File: src/rtl/tpu_cmd_sched.sv
// tpu_cmd_sched: queues GEMM commands and launches them one at a time on the TPU.
// Optional watchdog abort is compiled in when TPU_SCHED_WATCHDOG_EN is defined.
//
// state     | meaning
// IDLE      | waiting for a queued command; pops the FIFO head when present
// LAUNCH    | one-cycle tpu_in_valid strobe; cycle counter set to 1
// WAIT_BUSY | strobe issued, waiting for tpu_busy to rise
// RUN       | TPU busy, counting until busy falls
// REPORT    | completion record presented until done_ready
module tpu_cmd_sched #(
    parameter int DEPTH   = 4,
    parameter int CNT_W   = 24,
    parameter int TMO_CYC = 4096
) (
    input  logic                     clk,
    input  logic                     rst_n,
    input  logic                     cmd_valid,
    output logic                     cmd_ready,
    input  logic [7:0]               cmd_k,
    input  logic [7:0]               cmd_m,
    input  logic [7:0]               cmd_n,
    input  logic [3:0]               cmd_tag,
    output logic                     tpu_in_valid,
    output logic [7:0]               tpu_k,
    output logic [7:0]               tpu_m,
    output logic [7:0]               tpu_n,
    input  logic                     tpu_busy,
    output logic                     done_valid,
    input  logic                     done_ready,
    output logic [3:0]               done_tag,
    output logic [CNT_W-1:0]         done_cycles,
    output logic                     done_err,
    output logic [$clog2(DEPTH):0]   q_level,
    output logic                     idle
);

    localparam int AW = $clog2(DEPTH);
    localparam int EW = 28;
    localparam logic [AW:0]      LVL_FULL = (AW+1)'(DEPTH);
    localparam logic [CNT_W-1:0] CNT_MAX  = '1;

    typedef enum logic [2:0] {
        S_IDLE,
        S_LAUNCH,
        S_WAIT_BUSY,
        S_RUN,
        S_REPORT
    } state_t;

    state_t state, state_nxt;

    logic [EW-1:0]    mem [DEPTH];
    logic [AW-1:0]    wr_ptr, rd_ptr;
    logic             full_q;
    logic             push, pop;
    logic [AW:0]      lvl_nxt;
    logic [7:0]       head_k, head_m, head_n;
    logic [3:0]       head_tag;
    logic             head_zero;

    logic [3:0]       job_tag;
    logic [CNT_W-1:0] cnt;
    logic             cnt_clr, cnt_inc;
    logic             rpt_ld;
    logic [3:0]       rpt_tag;
    logic [CNT_W-1:0] rpt_cycles;

    assign cmd_ready = !full_q;
    assign push      = cmd_valid && !full_q;
    assign {head_tag, head_n, head_m, head_k} = mem[rd_ptr];
    assign head_zero = (head_k == 8'd0) || (head_m == 8'd0) || (head_n == 8'd0);

    always_comb begin
        lvl_nxt = q_level;
        if (push && !pop) begin
            lvl_nxt = q_level + 1'b1;
        end else if (pop && !push) begin
            lvl_nxt = q_level - 1'b1;
        end
    end

    // Storage needs no reset; pointers and level define what is valid.
    always_ff @(posedge clk) begin
        if (push) begin
            mem[wr_ptr] <= {cmd_tag, cmd_n, cmd_m, cmd_k};
        end
    end

    always_ff @(posedge clk or negedge rst_n) begin
        if (!rst_n) begin
            wr_ptr  <= '0;
            rd_ptr  <= '0;
            q_level <= '0;
            full_q  <= 1'b0;
        end else begin
            if (push) begin
                wr_ptr <= wr_ptr + 1'b1;
            end
            if (pop) begin
                rd_ptr <= rd_ptr + 1'b1;
            end
            q_level <= lvl_nxt;
            full_q  <= (lvl_nxt == LVL_FULL);
        end
    end

    always_ff @(posedge clk or negedge rst_n) begin
        if (!rst_n) begin
            state <= S_IDLE;
        end else begin
            state <= state_nxt;
        end
    end

`ifdef TPU_SCHED_WATCHDOG_EN
    localparam logic [CNT_W-1:0] WAIT_LIM = CNT_W'(16);
    localparam logic [CNT_W-1:0] TMO_LIM  = CNT_W'(TMO_CYC);
    logic rpt_err;
`endif

    always_comb begin
        state_nxt  = state;
        pop        = 1'b0;
        cnt_clr    = 1'b0;
        cnt_inc    = 1'b0;
        rpt_ld     = 1'b0;
        rpt_tag    = job_tag;
        rpt_cycles = cnt;
`ifdef TPU_SCHED_WATCHDOG_EN
        rpt_err    = 1'b0;
`endif
        case (state)
            S_IDLE: begin
                if (q_level != '0) begin
                    pop = 1'b1;
                    if (head_zero) begin
                        state_nxt  = S_REPORT;
                        rpt_ld     = 1'b1;
                        rpt_tag    = head_tag;
                        rpt_cycles = '0;
                    end else begin
                        state_nxt = S_LAUNCH;
                    end
                end
            end
            S_LAUNCH: begin
                cnt_clr   = 1'b1;
                state_nxt = S_WAIT_BUSY;
            end
            S_WAIT_BUSY: begin
                cnt_inc = 1'b1;
                if (tpu_busy) begin
                    state_nxt = S_RUN;
                end
`ifdef TPU_SCHED_WATCHDOG_EN
                if ((cnt >= WAIT_LIM) || (cnt >= TMO_LIM)) begin
                    state_nxt = S_REPORT;
                    rpt_ld    = 1'b1;
                    rpt_err   = 1'b1;
                end
`endif
            end
            S_RUN: begin
                cnt_inc = 1'b1;
                if (!tpu_busy) begin
                    state_nxt = S_REPORT;
                    rpt_ld    = 1'b1;
                end
`ifdef TPU_SCHED_WATCHDOG_EN
                if (cnt >= TMO_LIM) begin
                    state_nxt = S_REPORT;
                    rpt_ld    = 1'b1;
                    rpt_err   = 1'b1;
                end
`endif
            end
            S_REPORT: begin
                if (done_ready) begin
                    state_nxt = S_IDLE;
                end
            end
            default: begin
                state_nxt = S_IDLE;
            end
        endcase
    end

    // The counter value in a cycle equals cycles elapsed since the strobe,
    // so capturing it on exit gives strobe-to-busy-fall directly.
    always_ff @(posedge clk or negedge rst_n) begin
        if (!rst_n) begin
            tpu_k       <= '0;
            tpu_m       <= '0;
            tpu_n       <= '0;
            job_tag     <= '0;
            cnt         <= '0;
            done_tag    <= '0;
            done_cycles <= '0;
        end else begin
            if (pop) begin
                tpu_k   <= head_k;
                tpu_m   <= head_m;
                tpu_n   <= head_n;
                job_tag <= head_tag;
            end
            if (cnt_clr) begin
                cnt <= CNT_W'(1);
            end else if (cnt_inc && (cnt != CNT_MAX)) begin
                cnt <= cnt + 1'b1;
            end
            if (rpt_ld) begin
                done_tag    <= rpt_tag;
                done_cycles <= rpt_cycles;
            end
        end
    end

`ifdef TPU_SCHED_WATCHDOG_EN
    always_ff @(posedge clk or negedge rst_n) begin
        if (!rst_n) begin
            done_err <= 1'b0;
        end else if (rpt_ld) begin
            done_err <= rpt_err;
        end
    end
`else
    logic unused_tmo;
    assign unused_tmo = ^TMO_CYC;
    assign done_err   = 1'b0;
`endif

    assign tpu_in_valid = (state == S_LAUNCH);
    assign done_valid   = (state == S_REPORT);
    assign idle         = (state == S_IDLE) && (q_level == '0);

endmodule

File: config.mk
export PLATFORM = sky130hd
export DESIGN_NAME = tpu_cmd_sched
export DESIGN_NICKNAME = d
export VERILOG_FILES = /design/src/rtl/tpu_cmd_sched.sv
export SDC_FILE = /design/constraint.sdc
export NUM_CORES = 1
export LEC_CHECK = 0
export CAP_MARGIN = 25
export CORE_UTILIZATION = 50
export DETAILED_ROUTE_END_ITERATION = 6
export PLACE_DENSITY = 0.77
export SETUP_SLACK_MARGIN = 0.05
export SLEW_MARGIN = 20
export SYNTH_ARGS = -nofsm -noshare
export SYNTH_HDL_FRONTEND = slang
export SYNTH_SLANG_ARGS = --single-unit
File: constraint.sdc
create_clock -name clk -period 3.3 [get_ports clk]
set_clock_uncertainty 0.15 [all_clocks]
set_input_delay 0.495 -clock clk [delete_from_list [all_inputs] [get_ports clk]]
set_output_delay 0.495 -clock clk [all_outputs]
set_load 0.02 [all_outputs]
# After elaboration in Yosys (flattened, before gate mapping)
# Memories as Yosys holds them, arrays and structs flattened.
# Cells that the tools add are included.
# totals
ff_bits	91
ramBits	112
inputBits	33
output_inout_bits	60
wordCells	73
memories	1
# classes
add_sub_neg	5
eq_ne	10
mux	26
reduce_logical	19
# mem_list
memory	words	width	rd	rd_ports_with_merged_regs	write_ports	line	text
mem	4	28	1	0	1	52	logic [EW-1:0] mem [DEPTH];
# ops
op	n
24-bit 2-to-1 mux	5
24-bit by 1-bit adder with 24-bit output (second input constant)	1
8-bit logical NOT	3
24-bit != test (second input constant)	1
3-bit 2-to-1 mux	7
3-bit one-hot mux with 5 select lines	1
4-bit 2-to-1 mux	3
1-bit 2-to-1 mux	9
3-bit by 2-bit == test with 1-bit output (second input constant)	2
3-bit == test (second input constant)	2
3-bit logical NOT	2
2-bit != test (second input constant)	3
1-bit logical AND	5
2-bit by 1-bit adder with 2-bit output (second input constant)	2
4-bit AND reduction	1
3-bit by 1-bit adder with 3-bit output (second input constant)	1
3-bit by 1-bit == test with 1-bit output (second input constant)	1
1-bit logical NOT	3
3-bit nonzero test	1
3-bit by 1-bit subtractor with 3-bit output (second input constant)	1
1-bit logical OR	2
2-bit by 1-bit != test with 1-bit output (second input constant)	1
1-bit one-hot mux with 2 select lines	1
2-bit nonzero test	1
2-bit OR reduction	1

# Depth between registers and ports, before layout
# depth
depth_word	7
mapped_depth	9
mapped_depth_nobuf	8

# Worst setup path after synthesis
# OpenSTA, ideal clock, no wires.
# synth_timing
path_type	register to register
startpoint	register rd_ptr[0]
endpoint	register done_tag[2]
arrival_time_ns	2.233
required_time_ns	3.063
path_slack_ns	0.830
stages_incl_launch_ff	9
period_less_slack_ns	2.470
cell_sequence	dfrtp_1 -> buf_2 -> mux4_2 -> or4_1 -> nor2_1 -> o31a_2 -> buf_6 -> nor3_1 -> a211oi_2
# synth_via
elab_chain_cells	7
elab_cells_between_ends	12
# synth_rtl
element	line	text
from (decl)	53	logic [AW-1:0] wr_ptr, rd_ptr;
from (signal assigned)	100	rd_ptr <= rd_ptr + 1'b1;
memory read 4 x 28 bit *	--	
8-bit logical NOT	71	assign head_zero = (head_k == 8'd0) || (head_m == 8'd0) || (head_n == 8'd0);
1-bit logical OR (2 in series)	71	
1-bit 2-to-1 mux or 4-bit 2-to-1 mux (tied branches)	136	if (head_zero) begin
1-bit 2-to-1 mux or 4-bit 2-to-1 mux (tied branches)	134	if (q_level != '0) begin
1-bit one-hot mux with 2 select lines or 4-bit 2-to-1 mux (tied branches)	132	case (state)
to (signal assigned)	212	done_tag <= rpt_tag;
to (decl)	30	output logic [3:0] done_tag,
# Every way passes the cells marked *; elsewhere a longest branch is shown, timed or not.
# A chain may end at the register's enable or synchronous reset.

# Worst setup path after layout
# layout_timing
startpoint	register rd_ptr[0]
endpoint	register done_cycles[6]
# layout_via
elab_chain_cells	7
elab_cells_between_ends	12
# layout_rtl
element	line	text
memory read 4 x 28 bit *	--	
8-bit logical NOT	71	
1-bit logical OR	71	
1-bit logical OR *	71	
1-bit 2-to-1 mux or 24-bit 2-to-1 mux (tied branches)	136	
1-bit 2-to-1 mux or 24-bit 2-to-1 mux (tied branches)	134	
1-bit one-hot mux with 2 select lines or 24-bit 2-to-1 mux (tied branches)	132	
to (signal assigned)	213	done_cycles <= rpt_cycles;
to (decl)	31	output logic [CNT_W-1:0] done_cycles,
# Marks and branches as above.

==> results.txt <==
f_max: 337 MHz
period utilization: 89.9%
ant diodes: 0
die width: 129 um
Async SR Flop Fraction: 44.8%
Initial Utilization: 51.1%
CP Data Arrival Time: 3.19 ns
DRT antenna net count: 0
Final Cell Area: 0.00996 mm^2
buffer depth of the longest clock path: 3
initial antenna violation count: 0
Port Buf Inserts: 91
Sequential Area: 0.00564 mm^2
dpl cell area: 0.00931 mm^2
clock slew at reported path FFs: 0.06 ns
final design utilization: 62.7%
pre-CTS setup slack: 0.379 ns
first-pass GRT wire length: 26800 um
switching part of the total: 32.2%
commonest non-fill, non-tap cell in the layout: nand2_1
I/O Pins: 93
top post-synthesis cells by area: edfxtp_1 (41%), dfrtp_1 (28%), mux4_2 (7.8%), nand2_1 (6.6%), o21ai_0 (2.1%)
setup total negative slack: 0 ns
commonest non-fill, non-tap cells in the layout: nand2_1 (142), edfxtp_1 (112), dfrtp_1 (90), clkdlybuf4s50_1 (90), o21ai_0 (34)
Unique masters post-synth: 41
Vias: 5025
Post-synth EDFFs: 112
Net Switching: 2.74 mW
DP Cell Count: 885
drc violations: 0
gr usage total: 21.1%
post-synthesis instance total: 589
Synth top area share: 41.4%
Max VDD drop: 589 uV
Final Non-Filler Cells: 924
Detail Placement HPWL: 10800 um
final hold violation count: 0
Comb power frac: 31.9%
Hold WS: 0.321 ns
Fill cells: 1196
CTS Buf Count: 21
H-tree levels: 1
Synth-to-Final Area Change: 22.7%
Worst Path Class, Setup: reg2reg
DIE HEIGHT: 129 um
Seq/Total Area, Yosys: 69.5%
clk_lat worst skew: 0.50 ns
FP Rows: 46
Overflow after GRT: 0
Synth area leader: edfxtp_1
Setup violations, final: 0
P per Cell Area: 853 mW/mm^2
Critical Path Sink Type: flip-flop
routed len/inst: 18.0 um
Flop pwr share: 42.3%
Final GP Congestion: 0.804
max-slew violations: 0
relative slew slack: 35.6%
largest net degree at the start of global routing: 41
CTS root buffer: clkbuf_16
status: complete, no violations
CP Max Fanout: 28
Warnings, synthesis: 0
Avg Cell Area, Syn: 13.8 um^2
Initial DRC Count: 470
leakage: 3.83 nW
Clock Power Share: 25.8%
multi-input logic area: 0.00231 mm^2
Worst Setup Slack, final: 0.333 ns
core area: 0.0159 mm^2
Post-Syn Nets: 630
CP startpoint kind: flip-flop
Int Power: 5.76 mW
Total Power: 8.49 mW
Max Cap Viol: 0
WP data required: 3.52 ns
WL final: 16600 um
via-per-instance ratio: 5.44
vias in the first global route: 5267
synthesis-stage register bit count: 203
Cell Area, Synth: 0.00812 mm^2
clock net sink count: 203
Final nets: 734
die area: 0.0167 mm^2
RSZ-0062 raised after global routing: no
CTS tree: built
ys flop type: edfxtp_1
Slew @ Worst Pin: 0.963 ns
layout cells sized above 1: 10.7%
worst hold path class: reg2reg
Period minus WS final: 2.97 ns
DR pass1 iterations: 4
[critical path, stage by stage (launching register included)]
cell	delay [ns]
dfrtp_2	0.47
buf_12	0.27
mux4_2	0.55
or4_1	0.56
nor2_1	0.22
o31a_2	0.30
buf_12	0.19
o21ai_0	0.11
[what timing repair did]
action,CTS,global route
hold buffers,1,0
gates resized for setup,0,0
buffers inserted,0,0
endpoints found under the hold margin,38,0
[metal layers]
metal	vias to the layer above	track usage, %	share of wire, %
met4	0	8.69	2.9
li1	2316	-	-
met5	-	0	0
met1	2495	25.8	40
met3	46	3.88	6.5
met2	168	37.1	51
[Yosys cell counts, types with 8 or more instances]
library cell and count:
o21ai_0 34, nor2_1 26, nand3_1 12, mux4_2 28
xor2_1 10, nand2_1 142, xnor2_1 10, inv_1 10
clkbuf_1 16, ha_1 8, a21oi_1 8, dfrtp_1 91
edfxtp_1 112
[final timing paths]
kind	from	depth (start not counted)	slack [ns]	to
setup / recovery	rd_ptr[0]$_DFFE_PN0P_	7	0.33	done_cycles[6]$_DFFE_PN0P_
hold / removal	tpu_k[3]$_DFFE_PN0P_	2	0.32	tpu_k[3]$_DFFE_PN0P_
setup reg to reg	rd_ptr[0]$_DFFE_PN0P_	7	0.33	done_cycles[6]$_DFFE_PN0P_
hold reg to reg	tpu_k[3]$_DFFE_PN0P_	2	0.32	tpu_k[3]$_DFFE_PN0P_
max in group asynchronous	rst_n	3	1.85	done_cycles[23]$_DFFE_PN0P_
min in group asynchronous	rst_n	2	0.39	done_cycles[18]$_DFFE_PN0P_
[cell type report]
type	count	area share, %
clock buffers	28	5.68
clock inverters	10	0.754
inverters	10	0.377
multi-input cells	350	23.2
flip-flops and latches	203	56.6
well taps	216	2.71
repair buffers	107	10.6
[cells by family after synthesis]
logic type / synth area share, %
xor gates and xnor gates: 2.16
DFF: 69.5
adders and majority gates: 1.48
other: 0.0462
AOI/OAI and AO/OA: 4.28
buffers and inverters: 2.08
muxes: 7.89
and+or+nand+nor: 12.6
[power by group through the flow]
stage	Clock, mW	Sequential, mW	Combinational [mW]
2_1_floorplan	0	3.80	1.50
3_3_place_gp	0	3.59	2.63
3_5_place_dp	0	3.62	2.71
4_1_cts	2.25	3.59	2.74
5_1_grt	2.35	3.65	2.96
6_report	2.19	3.59	2.71
[state kept, by name, summed over array words and instances, names as in the netlist, 3 cells and up]
signal and flops:
cnt 24, done_cycles 24, done_tag 4, job_tag 4
mem 112, q_level 3, state 3, tpu_k 8
tpu_m 8, tpu_n 8
Power figures use the tool's default switching activity.
